File: src/rtl/exc_ctrl.sv
// -----------------------------------------------------------------------------
// exc_ctrl
//
// Precise-exception controller sitting at the MEM stage of a MIPS pipeline.
// Gathers exception flags piped along with the MEM instruction and the
// synchronized hardware interrupts, picks one winner by fixed priority, and
// sequences its commit: CP0 write strobes, a pipeline flush and a PC redirect.
// A commit is held off while the pipeline is stalled. Once it is committed,
// flush stays high for a fixed drain window.
//
// Ports
//   clk, rst_n            clock, asynchronous active-low reset
//   mem_valid             MEM holds a real instruction (not a bubble)
//   mem_pc                PC of the MEM instruction
//   mem_delayslot         MEM instruction sits in a branch delay slot
//   mem_addr              data access address of the MEM instruction
//   eret/syscall/break    flags decoded in ID
//   ri_flag, ov_flag      reserved instruction, arithmetic overflow
//   adel_if/adel_d/ades_d fetch load error, data load error, data store error
//   hw_int                asynchronous hardware interrupt lines
//   cp0_status            Status (IE=0, EXL=1, IM=15:8)
//   cp0_cause_ip          software interrupt bits Cause[9:8]
//   cp0_epc               current EPC, the ERET return target
//   stall                 pipeline stalled, MEM contents frozen
//   flush                 kill IF..MEM
//   redirect_valid/pc     load the next PC from redirect_pc
//   epc_we/wdata          EPC write
//   cause_we/exccode/bd   Cause.ExcCode and Cause.BD write
//   badvaddr_we/wdata     BadVAddr write (address errors only)
//   exl_set, exl_clr      Status.EXL set and clear strobes
//   hw_int_sync           synchronized interrupt lines for Cause.IP[7:2]
// -----------------------------------------------------------------------------
module exc_ctrl #(
  parameter logic [31:0] EXC_VECTOR   = 32'hBFC0_0380,
  parameter int unsigned FLUSH_CYCLES = 2
) (
  input  logic        clk,
  input  logic        rst_n,
  input  logic        mem_valid,
  input  logic [31:0] mem_pc,
  input  logic        mem_delayslot,
  input  logic [31:0] mem_addr,
  input  logic        eret_flag,
  input  logic        syscall_flag,
  input  logic        break_flag,
  input  logic        ri_flag,
  input  logic        ov_flag,
  input  logic        adel_if,
  input  logic        adel_d,
  input  logic        ades_d,
  input  logic [5:0]  hw_int,
  input  logic [31:0] cp0_status,
  input  logic [1:0]  cp0_cause_ip,
  input  logic [31:0] cp0_epc,
  input  logic        stall,
  output logic        flush,
  output logic        redirect_valid,
  output logic [31:0] redirect_pc,
  output logic        epc_we,
  output logic [31:0] epc_wdata,
  output logic        cause_we,
  output logic [4:0]  cause_exccode,
  output logic        cause_bd,
  output logic        badvaddr_we,
  output logic [31:0] badvaddr_wdata,
  output logic        exl_set,
  output logic        exl_clr,
  output logic [5:0]  hw_int_sync
);

  localparam logic [4:0] EXC_INT  = 5'd0;
  localparam logic [4:0] EXC_ADEL = 5'd4;
  localparam logic [4:0] EXC_ADES = 5'd5;
  localparam logic [4:0] EXC_SYS  = 5'd8;
  localparam logic [4:0] EXC_BP   = 5'd9;
  localparam logic [4:0] EXC_RI   = 5'd10;
  localparam logic [4:0] EXC_OV   = 5'd12;

  // The drain counter holds the number of DRAIN cycles still to go after the
  // current one, so it only needs to reach FLUSH_CYCLES-2.
  localparam int unsigned      CW         = (FLUSH_CYCLES > 2) ? $clog2(FLUSH_CYCLES) : 1;
  localparam logic [CW-1:0]    DRAIN_LAST = CW'(FLUSH_CYCLES - 2);

  typedef enum logic [1:0] {
    IDLE,
    HOLD,
    DRAIN
  } state_t;

  // Everything needed to commit one event after MEM has moved on.
  typedef struct packed {
    logic        is_eret;
    logic [4:0]  exccode;
    logic        bad_we;
    logic [31:0] badvaddr;
    logic [31:0] epc;
    logic        bd;
  } evt_t;

  state_t         state_q, state_d;
  logic [CW-1:0]  cnt_q, cnt_d;
  evt_t           held_q, held_d;
  evt_t           live, cevt;
  logic           live_hit;
  logic           commit;
  logic           int_req;
  logic [5:0]     sync_q;

  // Only IE, EXL and IM take part in the interrupt decision.
  logic unused_status;
  assign unused_status = ^{cp0_status[31:16], cp0_status[7:2]};

  // Two-flop synchronizer for the asynchronous interrupt lines.
  always_ff @(posedge clk or negedge rst_n) begin
    if (!rst_n) begin
      sync_q      <= '0;
      hw_int_sync <= '0;
    end else begin
      // NOTE: non-blocking assignments so the second flop takes the first
      // flop's pre-edge value; blocking would collapse the chain to one stage.
      sync_q      <= hw_int;
      hw_int_sync <= sync_q;
    end
  end

  assign int_req = cp0_status[0] & ~cp0_status[1]
                 & (|({hw_int_sync, cp0_cause_ip} & cp0_status[15:8]));

  // Priority pick among the events raised by the current MEM instruction.
  always_comb begin
    live     = '0;
    live_hit = 1'b0;
    if (mem_valid) begin
      live_hit = 1'b1;
      live.epc = mem_delayslot ? (mem_pc - 32'd4) : mem_pc;
      live.bd  = mem_delayslot;
      if (int_req) begin
        live.exccode = EXC_INT;
      end else if (adel_if) begin
        live.exccode  = EXC_ADEL;
        live.bad_we   = 1'b1;
        live.badvaddr = mem_pc;
      end else if (ri_flag) begin
        live.exccode = EXC_RI;
      end else if (ov_flag) begin
        live.exccode = EXC_OV;
      end else if (syscall_flag) begin
        live.exccode = EXC_SYS;
      end else if (break_flag) begin
        live.exccode = EXC_BP;
      end else if (adel_d) begin
        live.exccode  = EXC_ADEL;
        live.bad_we   = 1'b1;
        live.badvaddr = mem_addr;
      end else if (ades_d) begin
        live.exccode  = EXC_ADES;
        live.bad_we   = 1'b1;
        live.badvaddr = mem_addr;
      end else if (eret_flag) begin
        live.is_eret = 1'b1;
      end else begin
        live_hit = 1'b0;
      end
    end
  end

  always_ff @(posedge clk or negedge rst_n) begin
    if (!rst_n) begin
      state_q <= IDLE;
      cnt_q   <= '0;
      // NOTE: the held event is a handful of plain registers, not a memory
      // array, so it is reset along with the FSM.
      held_q  <= '0;
    end else begin
      state_q <= state_d;
      cnt_q   <= cnt_d;
      held_q  <= held_d;
    end
  end

  always_comb begin
    // NOTE: every signal written here gets a default first; a path that left
    // one unassigned would infer a latch.
    state_d = state_q;
    cnt_d   = cnt_q;
    held_d  = held_q;
    commit  = 1'b0;
    cevt    = held_q;

    unique case (state_q)
      IDLE: begin
        // Reset is folded in so that outputs are quiet while it is asserted.
        if (live_hit && rst_n) begin
          if (stall) begin
            held_d  = live;
            state_d = HOLD;
          end else begin
            commit = 1'b1;
            cevt   = live;
          end
        end
      end
      HOLD: begin
        // New flags and interrupts are ignored; the latched event commits.
        if (!stall) commit = 1'b1;
      end
      DRAIN: begin
        if (cnt_q == '0) state_d = IDLE;
        else             cnt_d   = cnt_q - 1'b1;
      end
      default: state_d = IDLE;
    endcase

    if (commit) begin
      if (FLUSH_CYCLES > 1) begin
        state_d = DRAIN;
        cnt_d   = DRAIN_LAST;
      end else begin
        state_d = IDLE;
      end
    end
  end

  // Strobes fire only in the commit cycle; data buses read zero otherwise.
  assign flush          = commit | (state_q == DRAIN);
  assign redirect_valid = commit;
  assign redirect_pc    = !commit      ? '0
                        : cevt.is_eret ? cp0_epc
                        :                EXC_VECTOR;
  assign epc_we         = commit & ~cevt.is_eret;
  assign epc_wdata      = epc_we ? cevt.epc : '0;
  assign cause_we       = epc_we;
  assign cause_exccode  = epc_we ? cevt.exccode : '0;
  assign cause_bd       = epc_we & cevt.bd;
  assign badvaddr_we    = epc_we & cevt.bad_we;
  assign badvaddr_wdata = badvaddr_we ? cevt.badvaddr : '0;
  assign exl_set        = epc_we;
  assign exl_clr        = commit & cevt.is_eret;

endmodule

File: config.mk
export PLATFORM = sky130hd
export DESIGN_NAME = exc_ctrl
export DESIGN_NICKNAME = d
export VERILOG_FILES = /design/src/rtl/exc_ctrl.sv
export SDC_FILE = /design/constraint.sdc
export NUM_CORES = 1
export LEC_CHECK = 0
export BUFFER_PORTS_ARGS = -buffer_cell sky130_fd_sc_hd__buf_2
export CAP_MARGIN = 20
export CORE_ASPECT_RATIO = 1.25
export CORE_MARGIN = 5
export CORE_UTILIZATION = 50
export CTS_CLUSTER_SIZE = 25
export DETAILED_ROUTE_END_ITERATION = 16
export PLACE_DENSITY = 0.94
export SLEW_MARGIN = 10
export SYNTH_ARGS = -nofsm -noshare
export SYNTH_HDL_FRONTEND = slang
export SYNTH_SLANG_ARGS = --single-unit
File: constraint.sdc
create_clock -name clk -period 8.04 [get_ports clk]
set_input_delay 1.608 -clock clk [delete_from_list [all_inputs] [get_ports clk]]
set_output_delay 1.608 -clock clk [all_outputs]
set_load 0.01 [all_outputs]
==> impl_metrics.json <==
{
  "clock-sinks": 85,
  "seqPwrFrac": 0.424,
  "synth-edff-count": 0,
  "period_needed_ns": 6.16,
  "final_area_sq_um": 7450,
  "drive_above_1_share": 0.308,
  "synth_seq_area_share": 0.352,
  "area_growth_pct": 23.2,
  "hold_class": "reg -> reg",
  "clk_pin_slew_ns": 0.07,
  "seq_area_sq_um": 2130,
  "final_cell_count_no_fill": 1109,
  "fp.dieArea_sq_um": 14400,
  "ys_warn_count": 0,
  "outcome": "complete, no violations",
  "dp_cells": 1093,
  "yosys.area_share.simple": 0.292,
  "drc": 0,
  "synth_mux_area_frac": 0.00186,
  "critPathKind": "in -> out",
  "synth_xor_area_frac": 0.0405,
  "core_area_sq_um": 12000,
  "num_vias": 6357,
  "ctsResizeCount": 0,
  "setup_viol": 0,
  "vdd_drop_max_v": 0.000114,
  "grt.total_usage": 0.272,
  "grt_setup_unrepaired": "no",
  "mappedNetlistArea_sq_um": 6050,
  "synth_top_area_frac": 0.352,
  "ant_nets": 0,
  "grt_overflow": 0,
  "p_leak_uw": 0.00336,
  "row_count": 45,
  "post-synth-top-count-cell": "nand2_1",
  "power-per-cell-area_nw_per_um2": 161,
  "hold_buffers": 0,
  "netlist_instances": 746,
  "antenna_found_initial": 0,
  "portBuffers": 240,
  "drt_iter0_drc": 659,
  "required_ns": 6.43,
  "ys_top_cells_by_area": "dfrtp_1 (35%), nand2_1 (9.1%), a22o_1 (4.6%)",
  "worstPathMaxFanout": 42,
  "synth_commonest_cells": "nand2_1 (146), dfrtp_1 (85), o21ai_1 (47)",
  "cp.arrival_ns": 4.55,
  "end_kind": "output port",
  "finalClockSkew_ns": 0.00446,
  "synthAdderAreaFrac": 0.00207,
  "critPathLaunchType": "input pin",
  "yosysTopAreaCell": "dfrtp_1",
  "slew_violations": 0,
  "nets": 1090,
  "cts_made_buffers": 9,
  "netSwitchingFraction": 0.306,
  "timing.max_cap.violations": 0,
  "worst_slew_margin_rel": 0.325,
  "io_pins": 264,
  "post-cts-setup-buffers": 0,
  "die_w_um": 108,
  "yosysUniqueCellTypes": 64,
  "clk_latency_ns": 0.34,
  "ys_ff_latch": 85,
  "grt_pass1_vias": 5974,
  "synth_compound_area_frac": 0.241,
  "vias_per_cell": 5.73,
  "power.internal_uw": 831,
  "p_sw_uw": 366,
  "fp.dieH_um": 133,
  "fmax_ghz": 0.162,
  "wl_per_cell_um": 17.9,
  "grt_pass1_wl_mm": 30.9,
  "finalCritPeriodShare": 0.766,
  "cts_root_buf": "clkbuf_16",
  "fill_cells": 1040,
  "syn_avg_cell_area_sq_um": 8.11,
  "synth_nets": 896,
  "hpwlAfterDp_mm": 14.7,
  "finalHoldViolCount": 0,
  "clockPowerShare": 0.366,
  "timing.setup.tns_ns": 0,
  "worstMarginPinSlew_ns": 1.01,
  "async_reset_ff_frac": 1.00,
  "htree_levels": 3,
  "postRouteWirelength_mm": 19.9,
  "multiInputGateArea_sq_um": 3500,
  "start_util": 0.504,
  "worst_hold_slack_ns": 0.349,
  "grt_max_degree": 95,
  "antennaDiodeCount": 0,
  "drtPass1Iterations": 5,
  "gp_congestion": 0.887,
  "comb_power_share": 0.210,
  "ys.flop_type": "dfrtp_1",
  "place_area_sq_um": 7140,
  "synth_top_family_by_area": "simple AND/OR/NAND/NOR gates",
  "cts_tree": "built",
  "ff2ff_setup_slack_ns": 4.82,
  "clock_path_buffers": 2
}
path summary, 6_finish.rpt:
| kind | startpoint | end | cells past startpoint |
|---|---|---|---|
| hold / removal | sync_q[4]$_DFF_PN0_ | hw_int_sync[4]$_DFF_PN0_ | 0 |
| hold reg to reg | sync_q[4]$_DFF_PN0_ | hw_int_sync[4]$_DFF_PN0_ | 0 |
| setup / recovery | rst_n | badvaddr_wdata[31] | 7 |
| min in group asynchronous | rst_n | held_q[29]$_DFFE_PN0P_ | 1 |
| max in group asynchronous | rst_n | held_q[11]$_DFFE_PN0P_ | 2 |
| setup reg to reg | hw_int_sync[5]$_DFF_PN0_ | held_q[28]$_DFFE_PN0P_ | 8 |
layer usage:
metal	GRT usage	wire length [um]	share of wire	vias up
met4	0.147	935	0.047	0
met1	0.363	7910	0.40	2941
met3	0.0351	1650	0.083	67
met5	0	0	0	-
met2	0.424	9380	0.47	338
li1	-	-	-	3011
layout make-up:
type,count,area share
inverter,9,0.00453
multi-input combinational,585,0.470
sequential,85,0.285
clock buffer,10,0.0321
timing repair buffer,250,0.172
clock inverter,6,0.00940
tap,164,0.0275
cells in the final DEF, fill, tap and decap left out, types with 11 or more instances in the layout:
| master | Yosys | layout |
|---|---|---|
| buf_2 | 17 | 239 |
| nand2_1 | 146 | 146 |
| dfrtp_1 | 85 | 85 |
| o21ai_1 | 47 | 47 |
| nor2_1 | 42 | 42 |
| nand3_1 | 39 | 39 |
| a22o_1 | 32 | 32 |
| or2_1 | 30 | 30 |
| a21boi_1 | 30 | 30 |
| o21ai_0 | 28 | 28 |
| and2_1 | 23 | 23 |
| xnor2_1 | 19 | 19 |
| a32oi_1 | 19 | 19 |
| a21oi_1 | 13 | 13 |
| o21a_1 | 12 | 12 |
| nand3b_1 | 11 | 11 |
| buf_4 | 14 | 11 |
sequential cells by signal, summed over array words and instances (netlist names):
signal,flops
held_q,71
sync_q,6
state_q,2
hw_int_sync,6
kinds of logic (layout without fill, tap and decap cells):
logic type	count (synthesis)	in the layout
other	1	1
XOR/XNOR	28	28
multiplexers	1	1
AND/OR/NAND/NOR	348	348
buffers and inverters	76	275
AO/OA/AOI/OAI	206	206
adder cells (fa/ha/maj)	1	1
flip-flops	85	85
power groups by stage:
stage                     registers, uW  logic [uW]  clock network, uW
after global placement              511         242                  0
final                               507         252                438
after CTS                           507         251                441
after detailed placement            514         250                  0
after floorplan                     508         154                  0
after global routing                513         280                460
critical path, cell delays in order:
cell       delay, ns
buf_4           0.43
nand2_1         0.20
nor4_2          0.56
o2111ai_1       0.22
nand2_1         0.81
a21boi_0        0.47
buf_2           0.22
stage by stage:
stage | power [uW] | worst slack (ns) | utilization
after detailed placement | 764 | 1.93 | 0.596
after global placement | 753 | 2.01 | 0.596
after floorplan | 662 | 3.15 | -
after CTS | 1200 | 1.92 | 0.621
after global routing | 1250 | 1.63 | 0.621
final | 1200 | 1.88 | 0.621
No activity file was read; power rests on OpenSTA's default activity.
